--- src/rtl/icache_refill_if.sv ---
// Miss-request, data-array refill, fetch response and AXI4 AR/R channels of the icache refill handler.
// Build macro ICACHE_REFILL_ERR_EN adds the resp_err response flag.
interface icache_refill_if #(
  parameter int ADDR_WIDTH = 64,
  parameter int DATA_WIDTH = 64,
  parameter int LINE_WIDTH = 64
);
  logic                  miss_valid;
  logic                  miss_ready;
  logic [ADDR_WIDTH-1:0] miss_addr;
  logic                  miss_cache;
  logic                  miss_lru;

  logic                  refresh;
  logic                  refill_way;
  logic [5:0]            refill_index;
  logic [LINE_WIDTH-1:0] cacheline_new;

  logic                  resp_valid;
  logic [63:0]           resp_rdata;
`ifdef ICACHE_REFILL_ERR_EN
  logic                  resp_err;
`endif

  logic                  arvalid;
  logic                  arready;
  logic [ADDR_WIDTH-1:0] araddr;
  logic [7:0]            arlen;
  logic [2:0]            arsize;
  logic [1:0]            arburst;
  logic [3:0]            arid;

  logic                  rvalid;
  logic                  rready;
  logic [DATA_WIDTH-1:0] rdata;
  logic [1:0]            rresp;
  logic                  rlast;

  // The refill handler: slave on the miss side, master on AXI.
  modport master (
    input  miss_valid, miss_addr, miss_cache, miss_lru,
    input  arready, rvalid, rdata, rresp, rlast,
`ifdef ICACHE_REFILL_ERR_EN
    output resp_err,
`endif
    output miss_ready, refresh, refill_way, refill_index, cacheline_new,
    output resp_valid, resp_rdata,
    output arvalid, araddr, arlen, arsize, arburst, arid, rready
  );

  // The surrounding tag logic, data array and AXI crossbar.
  modport slave (
    output miss_valid, miss_addr, miss_cache, miss_lru,
    output arready, rvalid, rdata, rresp, rlast,
`ifdef ICACHE_REFILL_ERR_EN
    input  resp_err,
`endif
    input  miss_ready, refresh, refill_way, refill_index, cacheline_new,
    input  resp_valid, resp_rdata,
    input  arvalid, araddr, arlen, arsize, arburst, arid, rready
  );
endinterface

--- src/rtl/icache_refill.sv ---
// AXI4 read-master miss handler for the instruction cache: fetches a line (or one uncached word),
// strobes the data-array refill port and returns the missed word. Optional macro: ICACHE_REFILL_ERR_EN.
module icache_refill #(
  parameter int         ADDR_WIDTH = 64,
  parameter int         DATA_WIDTH = 64,
  parameter int         LINE_WIDTH = 64,
  parameter logic [3:0] AXI_ID     = 4'd0
) (
  input  logic            clk,
  input  logic            rst,
  icache_refill_if.master bus
);

  localparam int BEATS    = LINE_WIDTH / DATA_WIDTH;
  localparam int CNT_W    = (BEATS > 1) ? $clog2(BEATS) : 1;
  localparam int OFF_BITS = $clog2(LINE_WIDTH / 8);
  localparam int WORDS    = LINE_WIDTH / 64;
  localparam int WIDX_W   = (WORDS > 1) ? $clog2(WORDS) : 1;

  localparam logic [CNT_W-1:0]      CNT_MAX    = CNT_W'(BEATS - 1);
  localparam logic [7:0]            ARLEN_LINE = 8'(BEATS - 1);
  localparam logic [ADDR_WIDTH-1:0] LINE_MASK  =
    ~((ADDR_WIDTH'(1'b1) << OFF_BITS) - ADDR_WIDTH'(1'b1));
  localparam logic [ADDR_WIDTH-1:0] WORD_MASK  = ~ADDR_WIDTH'(3'd7);

  typedef enum logic [1:0] {
    IDLE = 2'd0,
    AR   = 2'd1,
    R    = 2'd2,
    DONE = 2'd3
  } state_t;

  state_t                state_r;
  logic                  cache_r;
  logic                  lru_r;
  logic [5:0]            idx_r;
  logic [WIDX_W-1:0]     word_off_r;
  logic [CNT_W-1:0]      cnt_r;
  logic [LINE_WIDTH-1:0] line_buf_r;

  logic                  miss_ready_r;
  logic                  arvalid_r;
  logic [ADDR_WIDTH-1:0] araddr_r;
  logic [7:0]            arlen_r;
  logic [2:0]            arsize_r;
  logic [1:0]            arburst_r;
  logic [3:0]            arid_r;
  logic                  rready_r;
  logic                  refresh_r;
  logic                  refill_way_r;
  logic [5:0]            refill_index_r;
  logic [LINE_WIDTH-1:0] cacheline_new_r;
  logic                  resp_valid_r;
  logic [63:0]           resp_rdata_r;

  logic                  beat_s;
  logic [ADDR_WIDTH-1:0] masked_addr_s;
  logic [LINE_WIDTH-1:0] buf_next_s;
  logic [63:0]           resp_word_s;
  logic                  refresh_next_s;

`ifdef ICACHE_REFILL_ERR_EN
  logic err_r;
  logic resp_err_r;
  logic err_next_s;

  // Sticky bus-error flag including the beat being accepted this cycle.
  always_comb begin
    err_next_s = err_r;
    if (beat_s && (bus.rresp != 2'b00)) begin
      err_next_s = 1'b1;
    end else begin
      err_next_s = err_r;
    end
  end

  assign refresh_next_s = cache_r & ~err_next_s;
  assign bus.resp_err   = resp_err_r;
`else
  assign refresh_next_s = cache_r;
`endif

  // Request alignment and next line-buffer image; the final beat lands in the buffer and the
  // registered DONE outputs on the same edge, so DONE never sees a combinational R-channel path.
  always_comb begin
    beat_s        = (state_r == R) && bus.rvalid;
    masked_addr_s = bus.miss_cache ? (bus.miss_addr & LINE_MASK) : (bus.miss_addr & WORD_MASK);
    buf_next_s    = line_buf_r;
    if (beat_s) begin
      buf_next_s[int'(cnt_r)*DATA_WIDTH +: DATA_WIDTH] = bus.rdata;
    end else begin
      buf_next_s = line_buf_r;
    end
    resp_word_s = buf_next_s[int'(word_off_r)*64 +: 64];
  end

  // Refill FSM with all outputs registered.
  always_ff @(posedge clk or posedge rst) begin
    if (rst) begin
      state_r         <= IDLE;
      cache_r         <= 1'b0;
      lru_r           <= 1'b0;
      idx_r           <= 6'd0;
      word_off_r      <= '0;
      cnt_r           <= '0;
      line_buf_r      <= '0;
      miss_ready_r    <= 1'b1;
      arvalid_r       <= 1'b0;
      araddr_r        <= '0;
      arlen_r         <= 8'd0;
      arsize_r        <= 3'd0;
      arburst_r       <= 2'd0;
      arid_r          <= 4'd0;
      rready_r        <= 1'b0;
      refresh_r       <= 1'b0;
      refill_way_r    <= 1'b0;
      refill_index_r  <= 6'd0;
      cacheline_new_r <= '0;
      resp_valid_r    <= 1'b0;
      resp_rdata_r    <= 64'd0;
`ifdef ICACHE_REFILL_ERR_EN
      err_r           <= 1'b0;
      resp_err_r      <= 1'b0;
`endif
    end else begin
      case (state_r)
        IDLE: begin
          if (bus.miss_valid) begin
            state_r      <= AR;
            miss_ready_r <= 1'b0;
            cache_r      <= bus.miss_cache;
            lru_r        <= bus.miss_lru;
            idx_r        <= masked_addr_s[8:3];
            // Offset of the missed word within the line; cached araddr loses it.
            word_off_r   <= ((WORDS > 1) && bus.miss_cache) ? WIDX_W'(bus.miss_addr >> 3'd3) : '0;
            cnt_r        <= '0;
            line_buf_r   <= '0;
            arvalid_r    <= 1'b1;
            araddr_r     <= masked_addr_s;
            arlen_r      <= bus.miss_cache ? ARLEN_LINE : 8'd0;
            arsize_r     <= 3'b011;
            arburst_r    <= 2'b01;
            arid_r       <= AXI_ID;
`ifdef ICACHE_REFILL_ERR_EN
            err_r        <= 1'b0;
`endif
          end
        end
        AR: begin
          if (bus.arready) begin
            state_r   <= R;
            arvalid_r <= 1'b0;
            rready_r  <= 1'b1;
          end
        end
        R: begin
          if (beat_s) begin
            line_buf_r <= buf_next_s;
            if (cnt_r != CNT_MAX) begin
              cnt_r <= cnt_r + CNT_W'(1'b1);
            end
`ifdef ICACHE_REFILL_ERR_EN
            err_r <= err_next_s;
`endif
            if (bus.rlast) begin
              state_r         <= DONE;
              rready_r        <= 1'b0;
              resp_valid_r    <= 1'b1;
              resp_rdata_r    <= resp_word_s;
              refresh_r       <= refresh_next_s;
              refill_way_r    <= lru_r;
              refill_index_r  <= idx_r;
              cacheline_new_r <= cache_r ? buf_next_s : '0;
`ifdef ICACHE_REFILL_ERR_EN
              resp_err_r      <= err_next_s;
`endif
            end
          end
        end
        DONE: begin
          state_r         <= IDLE;
          miss_ready_r    <= 1'b1;
          resp_valid_r    <= 1'b0;
          resp_rdata_r    <= 64'd0;
          refresh_r       <= 1'b0;
          refill_way_r    <= 1'b0;
          refill_index_r  <= 6'd0;
          cacheline_new_r <= '0;
`ifdef ICACHE_REFILL_ERR_EN
          err_r           <= 1'b0;
          resp_err_r      <= 1'b0;
`endif
        end
        default: begin
          state_r      <= IDLE;
          miss_ready_r <= 1'b1;
          arvalid_r    <= 1'b0;
          rready_r     <= 1'b0;
          refresh_r    <= 1'b0;
          resp_valid_r <= 1'b0;
        end
      endcase
    end
  end

  assign bus.miss_ready    = miss_ready_r;
  assign bus.arvalid       = arvalid_r;
  assign bus.araddr        = araddr_r;
  assign bus.arlen         = arlen_r;
  assign bus.arsize        = arsize_r;
  assign bus.arburst       = arburst_r;
  assign bus.arid          = arid_r;
  assign bus.rready        = rready_r;
  assign bus.refresh       = refresh_r;
  assign bus.refill_way    = refill_way_r;
  assign bus.refill_index  = refill_index_r;
  assign bus.cacheline_new = cacheline_new_r;
  assign bus.resp_valid    = resp_valid_r;
  assign bus.resp_rdata    = resp_rdata_r;

endmodule

--- src/flat_wrapper.sv ---
// flat-port wrapper written by rule: the top's interface ports become plain ports
module icache_refill_flat 
#(
  parameter int         ADDR_WIDTH = 64,
  parameter int         DATA_WIDTH = 64,
  parameter int         LINE_WIDTH = 64,
  parameter logic [3:0] AXI_ID     = 4'd0
)
  (clk, rst, bus_miss_valid, bus_miss_addr, bus_miss_cache, bus_miss_lru, bus_arready, bus_rvalid, bus_rdata, bus_rresp, bus_rlast, bus_miss_ready, bus_refresh, bus_refill_way, bus_refill_index, bus_cacheline_new, bus_resp_valid, bus_resp_rdata, bus_arvalid, bus_araddr, bus_arlen, bus_arsize, bus_arburst, bus_arid, bus_rready);
  icache_refill_if #(.ADDR_WIDTH(ADDR_WIDTH), .DATA_WIDTH(DATA_WIDTH), .LINE_WIDTH(LINE_WIDTH)) bus_i ();
  input  logic clk;
  input  logic rst;
  input wire logic [$bits(bus_i.miss_valid)-1:0] bus_miss_valid;
  input wire logic [$bits(bus_i.miss_addr)-1:0] bus_miss_addr;
  input wire logic [$bits(bus_i.miss_cache)-1:0] bus_miss_cache;
  input wire logic [$bits(bus_i.miss_lru)-1:0] bus_miss_lru;
  input wire logic [$bits(bus_i.arready)-1:0] bus_arready;
  input wire logic [$bits(bus_i.rvalid)-1:0] bus_rvalid;
  input wire logic [$bits(bus_i.rdata)-1:0] bus_rdata;
  input wire logic [$bits(bus_i.rresp)-1:0] bus_rresp;
  input wire logic [$bits(bus_i.rlast)-1:0] bus_rlast;
  output wire logic [$bits(bus_i.miss_ready)-1:0] bus_miss_ready;
  output wire logic [$bits(bus_i.refresh)-1:0] bus_refresh;
  output wire logic [$bits(bus_i.refill_way)-1:0] bus_refill_way;
  output wire logic [$bits(bus_i.refill_index)-1:0] bus_refill_index;
  output wire logic [$bits(bus_i.cacheline_new)-1:0] bus_cacheline_new;
  output wire logic [$bits(bus_i.resp_valid)-1:0] bus_resp_valid;
  output wire logic [$bits(bus_i.resp_rdata)-1:0] bus_resp_rdata;
  output wire logic [$bits(bus_i.arvalid)-1:0] bus_arvalid;
  output wire logic [$bits(bus_i.araddr)-1:0] bus_araddr;
  output wire logic [$bits(bus_i.arlen)-1:0] bus_arlen;
  output wire logic [$bits(bus_i.arsize)-1:0] bus_arsize;
  output wire logic [$bits(bus_i.arburst)-1:0] bus_arburst;
  output wire logic [$bits(bus_i.arid)-1:0] bus_arid;
  output wire logic [$bits(bus_i.rready)-1:0] bus_rready;
  assign bus_i.miss_valid = bus_miss_valid;
  assign bus_i.miss_addr = bus_miss_addr;
  assign bus_i.miss_cache = bus_miss_cache;
  assign bus_i.miss_lru = bus_miss_lru;
  assign bus_i.arready = bus_arready;
  assign bus_i.rvalid = bus_rvalid;
  assign bus_i.rdata = bus_rdata;
  assign bus_i.rresp = bus_rresp;
  assign bus_i.rlast = bus_rlast;
  assign bus_miss_ready = bus_i.miss_ready;
  assign bus_refresh = bus_i.refresh;
  assign bus_refill_way = bus_i.refill_way;
  assign bus_refill_index = bus_i.refill_index;
  assign bus_cacheline_new = bus_i.cacheline_new;
  assign bus_resp_valid = bus_i.resp_valid;
  assign bus_resp_rdata = bus_i.resp_rdata;
  assign bus_arvalid = bus_i.arvalid;
  assign bus_araddr = bus_i.araddr;
  assign bus_arlen = bus_i.arlen;
  assign bus_arsize = bus_i.arsize;
  assign bus_arburst = bus_i.arburst;
  assign bus_arid = bus_i.arid;
  assign bus_rready = bus_i.rready;
  icache_refill #(.ADDR_WIDTH(ADDR_WIDTH), .DATA_WIDTH(DATA_WIDTH), .LINE_WIDTH(LINE_WIDTH), .AXI_ID(AXI_ID)) u_core (.clk(clk), .rst(rst), .bus(bus_i));
endmodule
--- config.mk ---
export PLATFORM = sky130hd
export DESIGN_NAME = icache_refill_flat
export DESIGN_NICKNAME = d
export VERILOG_FILES = /design/src/rtl/icache_refill_if.sv /design/src/rtl/icache_refill.sv /design/src/flat_wrapper.sv
export SDC_FILE = /design/constraint.sdc
export NUM_CORES = 1
export LEC_CHECK = 0
export ABC_CLOCK_PERIOD_IN_PS = 9140
export CAP_MARGIN = 20
export CORE_MARGIN = 5
export CORE_UTILIZATION = 30
export CTS_BUF_LIST = sky130_fd_sc_hd__clkbuf_16
export DETAILED_ROUTE_END_ITERATION = 12
export SYNTH_ARGS = -nofsm -noshare
export SYNTH_HDL_FRONTEND = slang
export SYNTH_SLANG_ARGS = --single-unit
--- constraint.sdc ---
create_clock -name clk -period 9.14 [get_ports clk]
set_clock_uncertainty 0.15 [all_clocks]
set_input_delay 1.371 -clock clk [delete_from_list [all_inputs] [get_ports clk]]
set_output_delay 1.371 -clock clk [all_outputs]
set_load 0.05 [all_outputs]
# == Yosys cells after proc, flatten, opt, wreduce, memory -nomap -nowiden ==
# Index checks and enable logic that the tools add are counted.
# W data, S select, Z words.
# totals
register_bits,278
output_inout_bits,221
# classes
addsub,2
eq_ne,7
n_shift,2
muxes,40
n_reduce_logical,14
# ops
op,n
$mux W64,7
$pmux W64 S2,3
$bwmux W64,1
$shift A64 B33 Y64 const A,1
$shiftx A64 B33 Y64,1
$neg A7 Y33,1
$mux W1,14
$pmux W1 S2,7
$mux W6,2
$pmux W6 S2,1
$reduce_bool A2 Y1,5
$reduce_and A3 Y1,3
$mux W2,4
$pmux W2 S4,1
$reduce_and A4 Y1,2
$ne A2 B2 Y1 const B,3
$eq A2 B2 Y1 const B,2
$reduce_and A2 Y1,2
$eq A2 B1 Y1 const B,1
$logic_not A2 Y1,1
$ne A2 B1 Y1 const B,1
$add A1 B1 Y1 const B,1
$logic_and A1 B1 Y1,1

# == Depth between registers and ports, before layout ==
# Gate-level depths: netlist of run 1.
# logic_depth
word_depth,7
ltp_mapped,8

# == Least setup slack after synthesis of run 1 ==
# OpenSTA, ideal clock, no wires.
# synth_path
path_type,in2reg
startpoint,input bus_rlast
endpoint,"register u_core.resp_rdata_r[0], in the netlist u_core.bus.resp_rdata[0]"
setup_time_ps,125
arrival_ps,2198
required_ps,8865
path_slack_ps,6667
cell_stages,4
n_path_buf,2
cell_sequence,a31oi_1 -> buf_6 -> buf_6 -> mux2_2
# synth_via
elab_chain_len,2
# synth_rtl
element,line,text
start: declaration,flat_wrapper.sv:21,input wire logic [$bits(bus_i.rlast)-1:0] bus_rlast;
$ne A2 B2 Y1 (no source line),-,
$reduce_and A3 Y1 (no source line),-,
end signal: assignment,icache_refill.sv:169,resp_rdata_r <= resp_word_s;
end: declaration,icache_refill.sv:54,logic [63:0] resp_rdata_r;
# Every way passes these cells.
# A chain may end at the register's enable or synchronous reset.

# == Worst setup path after layout of run 1 ==
# layout_path
startpoint,input bus_rvalid
endpoint,"register u_core.resp_rdata_r[37], in the netlist u_core.bus.resp_rdata[37]"
# layout_via
elab_chain_len,3
# layout_rtl
element,line,text
start: declaration,flat_wrapper.sv:18,input wire logic [$bits(bus_i.rvalid)-1:0] bus_rvalid;
$logic_and A1 B1 Y1,icache_refill.sv:86,beat_s = (state_r == R) && bus.rvalid;
$ne A2 B1 Y1 (no source line),-,
$reduce_and A3 Y1 (no source line),-,
# Every way passes these cells.

==> results.md, run 1 <==
- Most frequent cell after synthesis: dfrtp_1
- Synth cell count leaders: dfrtp_1 (205), mux2_2 (137), inv_1 (66), nand2_1 (66), mux2i_1 (64)
- Number of gates resized after cts: 0
- Average cell area after synthesis: 12.9 um^2
- Nets: 1,168
- Yosys reg bits: 206
- Slew headroom: 30.3%
- Routed via count: 6,110
- GR Overflow Total: 0
- Largest fanout on the critical path: 69
- Final Cycle Share: 43.0%
- Gr usage total: 14.4%
- Yosys top cell area share: 57.3%
- Fraction of layout cells with a size suffix above 1: 17.0%
- Initial Util: 30.3%
- Post-synthesis sequential area ratio: 57.6%
- Worst Path Required: 9.38 ns
- CTS tree: yes
- CP endpoint kind: flop
- Vias per cell: 4.27
- Die Y: 183 um
- Chip width: 183 um
- Area growth syn-to-layout: 47.8%
- Tmin final: 3.93 ns
- Ranking of synthesized cells by area: dfrtp_1 (57%), mux2_2 (17%), mux2i_1 (7.2%)
- Asr flop ratio synth: 100%
- Root Buffer: clkbuf_16
- Hold Startpoint: u_core.bus.resp_rdata[3]
- Post CTS Setup Buffer Count: 0
- FF-to-FF End: u_core.bus.resp_rdata[37]
- Vias in the first global route: 6,668
- I/O pin count: 359
- Hold WC Path Type: reg -> reg
- First-pass GRT wire length: 38,600 um
- # hold bufs at CTS: 0
- Core area: 29,600 um^2
- Total of max-cap violations: 0
- Worst Slack Setup Final: 5.21 ns
- PortBufs: 336
- Ys Warns: 0
- Tightest Pin Transition: 1.05 ns
- # diodes: 0
- Antenna-violating nets left: 0
- Clock Sinks: 206
- Reg2Reg Launch Point: u_core.state_r[0]
- WP data arrival: 4.17 ns
- Max Root-Sink Buffers: 3
- 1st-pass router iterations: 4
- Die ar.: 33,400 um^2
- Cells after Synth: 694
- Worst reg-to-reg path cell count: 5
- Maximum clock rate: 254 MHz
- Largest net degree at the start of global routing: 136
- Number of DRC markers in iteration 0: 163
- Pins Over Slew Limit: 0
- FF-to-FF setup slack: 5.44 ns
- # setup viols final: 0
- # DRC: 0
- Hold path cells: 1
- Initial antenna violation count: 0
- CTS buffer count: 25
- Pre-CTS setup slack: 4.64 ns
- Yosys cell types: 27
- Top FF cell, synth: dfrtp_1
- Clock Pin Slew Worst Setup and Hold Paths: 0.06 ns
- Synthesized area: 8950 um^2
- Routability cong.: 0.746
- Final HPWL DP: 17,500 um
- Outcome: completed
- Total Wirelength: 25,000 um
- Row cnt: 63
- CP startpoint kind: input pin
- WL per Instance: 17.5 um
- Hold EP: u_core.bus.resp_rdata[3]
- Final-report hold violation count: 0
- CP Class: in -> reg
- Post-synth EDFFs: 0
- Post-synth top area cell: dfrtp_1
- RSZ-0062 raised after global routing: no
- Worst skew pair latency: 0.51 ns
- Setup_tns: 0 ns
- H-tree levels: 1
cell type report:
| type | instances | area [um^2] |
|---|---|---|
| clock inverter | 18 | 100 |
| timing repair buffer | 342 | 3410 |
| tap | 390 | 488 |
| sequential | 206 | 5160 |
| fill | 2781 | 16300 |
| clock buffer | 25 | 626 |
| multi-input combinational | 383 | 3200 |
| inverter | 66 | 255 |
through the flow:
step / util, % / cell area [um^2] / cells / hold WS, ns
2_1_floorplan: - / 9010 / 710 / 0.323
3_3_place_gp: 42.3 / 12500 / 1387 / 0.336
3_5_place_dp: 42.3 / 12500 / 1387 / 0.342
4_1_cts: 44.8 / 13200 / 1430 / 0.355
5_1_grt: 44.8 / 13200 / 1430 / 0.360
6_report: 44.8 / 13200 / 1430 / 0.349
critical path, stage by stage:
cell and delay (ns):
clkdlybuf4s50_1 0.49, a31oi_4 0.88, buf_4 0.94, mux2_2 0.42
worst max-delay path by stage:
| stage | to | from | cells after the start |
|---|---|---|---|
| after floorplan | u_core.bus.araddr[10] | rst | 1 |
| after global placement | u_core.bus.resp_rdata[33] | bus_rvalid | 4 |
| after detailed placement | u_core.bus.resp_rdata[37] | bus_rvalid | 4 |
| after CTS | u_core.bus.resp_rdata[37] | bus_rvalid | 4 |
| after global routing | u_core.bus.resp_rdata[37] | bus_rvalid | 4 |
| final | u_core.bus.resp_rdata[37] | bus_rvalid | 4 |
layout by cell type (no fill, tap or decap), types with 2 or more instances in the layout:
master / n
mux2_2: 137
nor2b_1: 55
buf_4: 6
nand2_1: 65
and2b_1: 20
mux2i_1: 64
clkbuf_16: 25
a21oi_1: 2
dfrtp_1: 205
o21ai_0: 4
conb_1: 17
clkinv_1: 8
inv_1: 72
ha_1: 5
clkdlybuf4s50_1: 336
logic make-up after synthesis:
group	after synthesis	synth area share [%]
AOI/OAI and AO/OA	11	0.727
DFF	206	57.6
and+or+nand+nor	148	8.76
other	1	0.0419
buffers and inverters	121	7.65
adders and majority gates	6	0.839
muxes	201	24.4
layer usage:
layer  GRT usage [%]  part of all wire, %
met5               0                    0
met1            17.2                   40
met4            3.30                  2.2
met3            6.55                   11
met2            24.1                   47
registers in the layout, indices dropped and copies added, names as in the netlist:
| name | flops |
|---|---|
| u_core.bus.araddr | 56 |
| u_core.bus.rready | 1 |
| u_core.bus.refill_index | 6 |
| u_core.idx_r | 5 |
| u_core.bus.miss_ready | 1 |
| u_core.bus.cacheline_new | 64 |
| u_core.bus.resp_valid | 1 |
| u_core.lru_r | 1 |
| u_core.state_r | 2 |
| u_core.bus.resp_rdata | 64 |
| u_core.bus.refill_way | 1 |
| u_core.cache_r | 1 |
| u_core.bus.arvalid | 1 |
| u_core.bus.arsize | 1 |
| u_core.bus.refresh | 1 |
Power of run 1 is left out: the tool's default activity adds up to more than one toggle a clock period on the data nets, which glitch-free logic cannot reach.
==> run 2, diff against run 1 <==
ABC_CLOCK_PERIOD_IN_PS = 3500   (was 9140)
clock period = 3.5 ns   (was 9.14 ns; I/O delays follow)
==> run 2 against run 1 <==
Against the previous run: via count up 2.2%; first-iteration DRC count decreased by 25%; routed wire length grew 0.31%; critical path depth fell by 3.
==> results.md, run 2 (synthesis results as in run 1) <==
- WP buf/inv: 1 (was 2)
- CP max stage cell: clkdlybuf4s50_1 (was buf_4)
- Clock Pin Slew Worst Setup and Hold Paths: 0.06 ns (about the same)
- Cells along the critical path: clkdlybuf4s50_1 (was clkdlybuf4s50_1, a31oi_4, buf_4, mux2_2)
- CP startpoint kind: flop (was input pin)
- Vias per cell: 4.31 (was 4.27)
- Pins Over Slew Limit: 0 (unchanged)
- Clock Sinks: 206 (unchanged)
- Slew headroom: 41.7% (was 30.3%)
- Fill cell count: 2,785 (was 2,781)
- CP endpoint kind: primary output (was flop)
- # DRC: 0 (unchanged)
- Nets: 1,186 (was 1,168)
- PortBufs: 336 (unchanged)
- Tmin final: 2.53 ns
- Antenna-violating nets left: 0 (unchanged)
- Fraction of layout cells with a size suffix above 1: 18.7% (was 17.0%)
- Number of gates resized after cts: 0 (unchanged)
- Outcome: completed (unchanged)
- Leading cell type in the layout, fill and taps excluded: clkdlybuf4s50_1 (unchanged)
- Maximum clock rate: 395 MHz
- WP data arrival: 1.86 ns (was 4.17 ns)
- Hold WC Path Type: reg -> reg (unchanged)
- Root Buffer: clkbuf_16 (unchanged)
- First-pass GRT wire length: 39,200 um (was 38,600 um)
- Max Root-Sink Buffers: 3 (unchanged)
- Setup_tns: 0 ns (unchanged)
- Initial antenna violation count: 1 (was 0)
- Total Wirelength: 25,100 um (was 25,000 um)
- GR Overflow Total: 0 (unchanged)
- Critical path's largest stage delay: 0.80 ns (was 0.94 ns)
- RSZ-0062 raised after global routing: no (unchanged)
- Worst Slack Setup Final: 0.968 ns (was 5.21 ns)
- I/O pin count: 359 (unchanged)
- Final-report hold violation count: 0 (unchanged)
- Chip width: 183 um (unchanged)
- # diodes: 0 (unchanged)
- Crit-path leading delay family: buffers and inverters (unchanged)
- Die Y: 183 um (unchanged)
- Worst Path Required: 2.82 ns (was 9.38 ns)
- Fin util: 45.7% (was 44.8%)
- Multi-input combinational cell area: 3200 um^2 (unchanged)
- Initial Util: 30.3% (unchanged)
- CTS tree: yes (unchanged)
- Vias in the first global route: 6,822 (was 6,668)
- Worst skew pair latency: 0.52 ns (was 0.51 ns)
- Gr usage total: 14.7% (was 14.4%)
- Largest net degree at the start of global routing: 55 (was 136)
- Die ar.: 33,400 um^2 (unchanged)
- Number of DRC markers in iteration 0: 123 (was 163)
- Row cnt: 63 (unchanged)
- Core area: 29,600 um^2 (unchanged)
- Tightest Pin Transition: 0.873 ns (was 1.05 ns)
- Total of max-cap violations: 0 (unchanged)
- WL per Instance: 17.3 um (was 17.5 um)
- H-tree levels: 1 (unchanged)
- Routed via count: 6,246 (was 6,110)
- CP Class: reg -> out (was in -> reg)
- 1st-pass router iterations: 4 (unchanged)
- Post CTS Setup Buffer Count: 0 (unchanged)
- Final HPWL DP: 18,500 um (was 17,500 um)
- Pre-CTS setup slack: 1.04 ns (was 4.64 ns)
- Area growth syn-to-layout: 50.9% (was 47.8%)
- Register Area: 5160 um^2 (unchanged)
- CTS buffer count: 25 (unchanged)
- Commonest non-fill, non-tap cells in the layout: clkdlybuf4s50_1 (336), dfrtp_1 (205), mux2_2 (137), inv_1 (73), nand2_1 (65) (was clkdlybuf4s50_1 (336), dfrtp_1 (205), mux2_2 (137), inv_1 (72), nand2_1 (65))
- Routability cong.: 0.725 (was 0.746)
- # hold bufs at CTS: 0 (unchanged)
- Largest fanout on the critical path: 3 (was 69)
- # setup viols final: 0 (unchanged)
- Final Cycle Share: 72.4%
-- run 2: final cells by class --
cell class	count	share of cell area, %
Tap cell	390	3.61
Sequential cell	206	38.2
Multi-Input combinational cell	383	23.7
Timing Repair Buffer	360	27.2
Inverter	66	1.86
Clock inverter	19	0.815
Clock buffer	25	4.63
-- run 2: worst paths after layout --
kind	start	to	slack [ns]	cells after the start
max	u_core.bus.miss_ready	bus_miss_ready	0.97	1
min	u_core.lru_r	u_core.lru_r	0.35	1
max reg2reg	u_core.state_r[0]	u_core.bus.resp_rdata[51]	1.16	6
min reg2reg	u_core.lru_r	u_core.lru_r	0.35	1
max in group asynchronous	rst	u_core.bus.miss_ready	2.07	3
min in group asynchronous	rst	u_core.state_r[0]	0.38	2
-- run 2: metal layers --
layer / track usage, % / part of all wire [%]
met3: 7.12 / 12
met2: 23.7 / 46
met1: 17.8 / 39
met4: 3.51 / 2.4
met5: 0 / 0.080
-- run 2: metrics by stage --
| step | area [um^2] | hold slack, ns | std cells |
|---|---|---|---|
| 3_5_place_dp | 12800 | 0.338 | 1405 |
| 4_1_cts | 13500 | 0.351 | 1449 |
| 6_report | 13500 | 0.349 | 1449 |
| 3_3_place_gp | 12800 | 0.334 | 1405 |
| 5_1_grt | 13500 | 0.363 | 1449 |
| 2_1_floorplan | 9020 | 0.323 | 710 |
Power of run 2 is left out for the same reason.
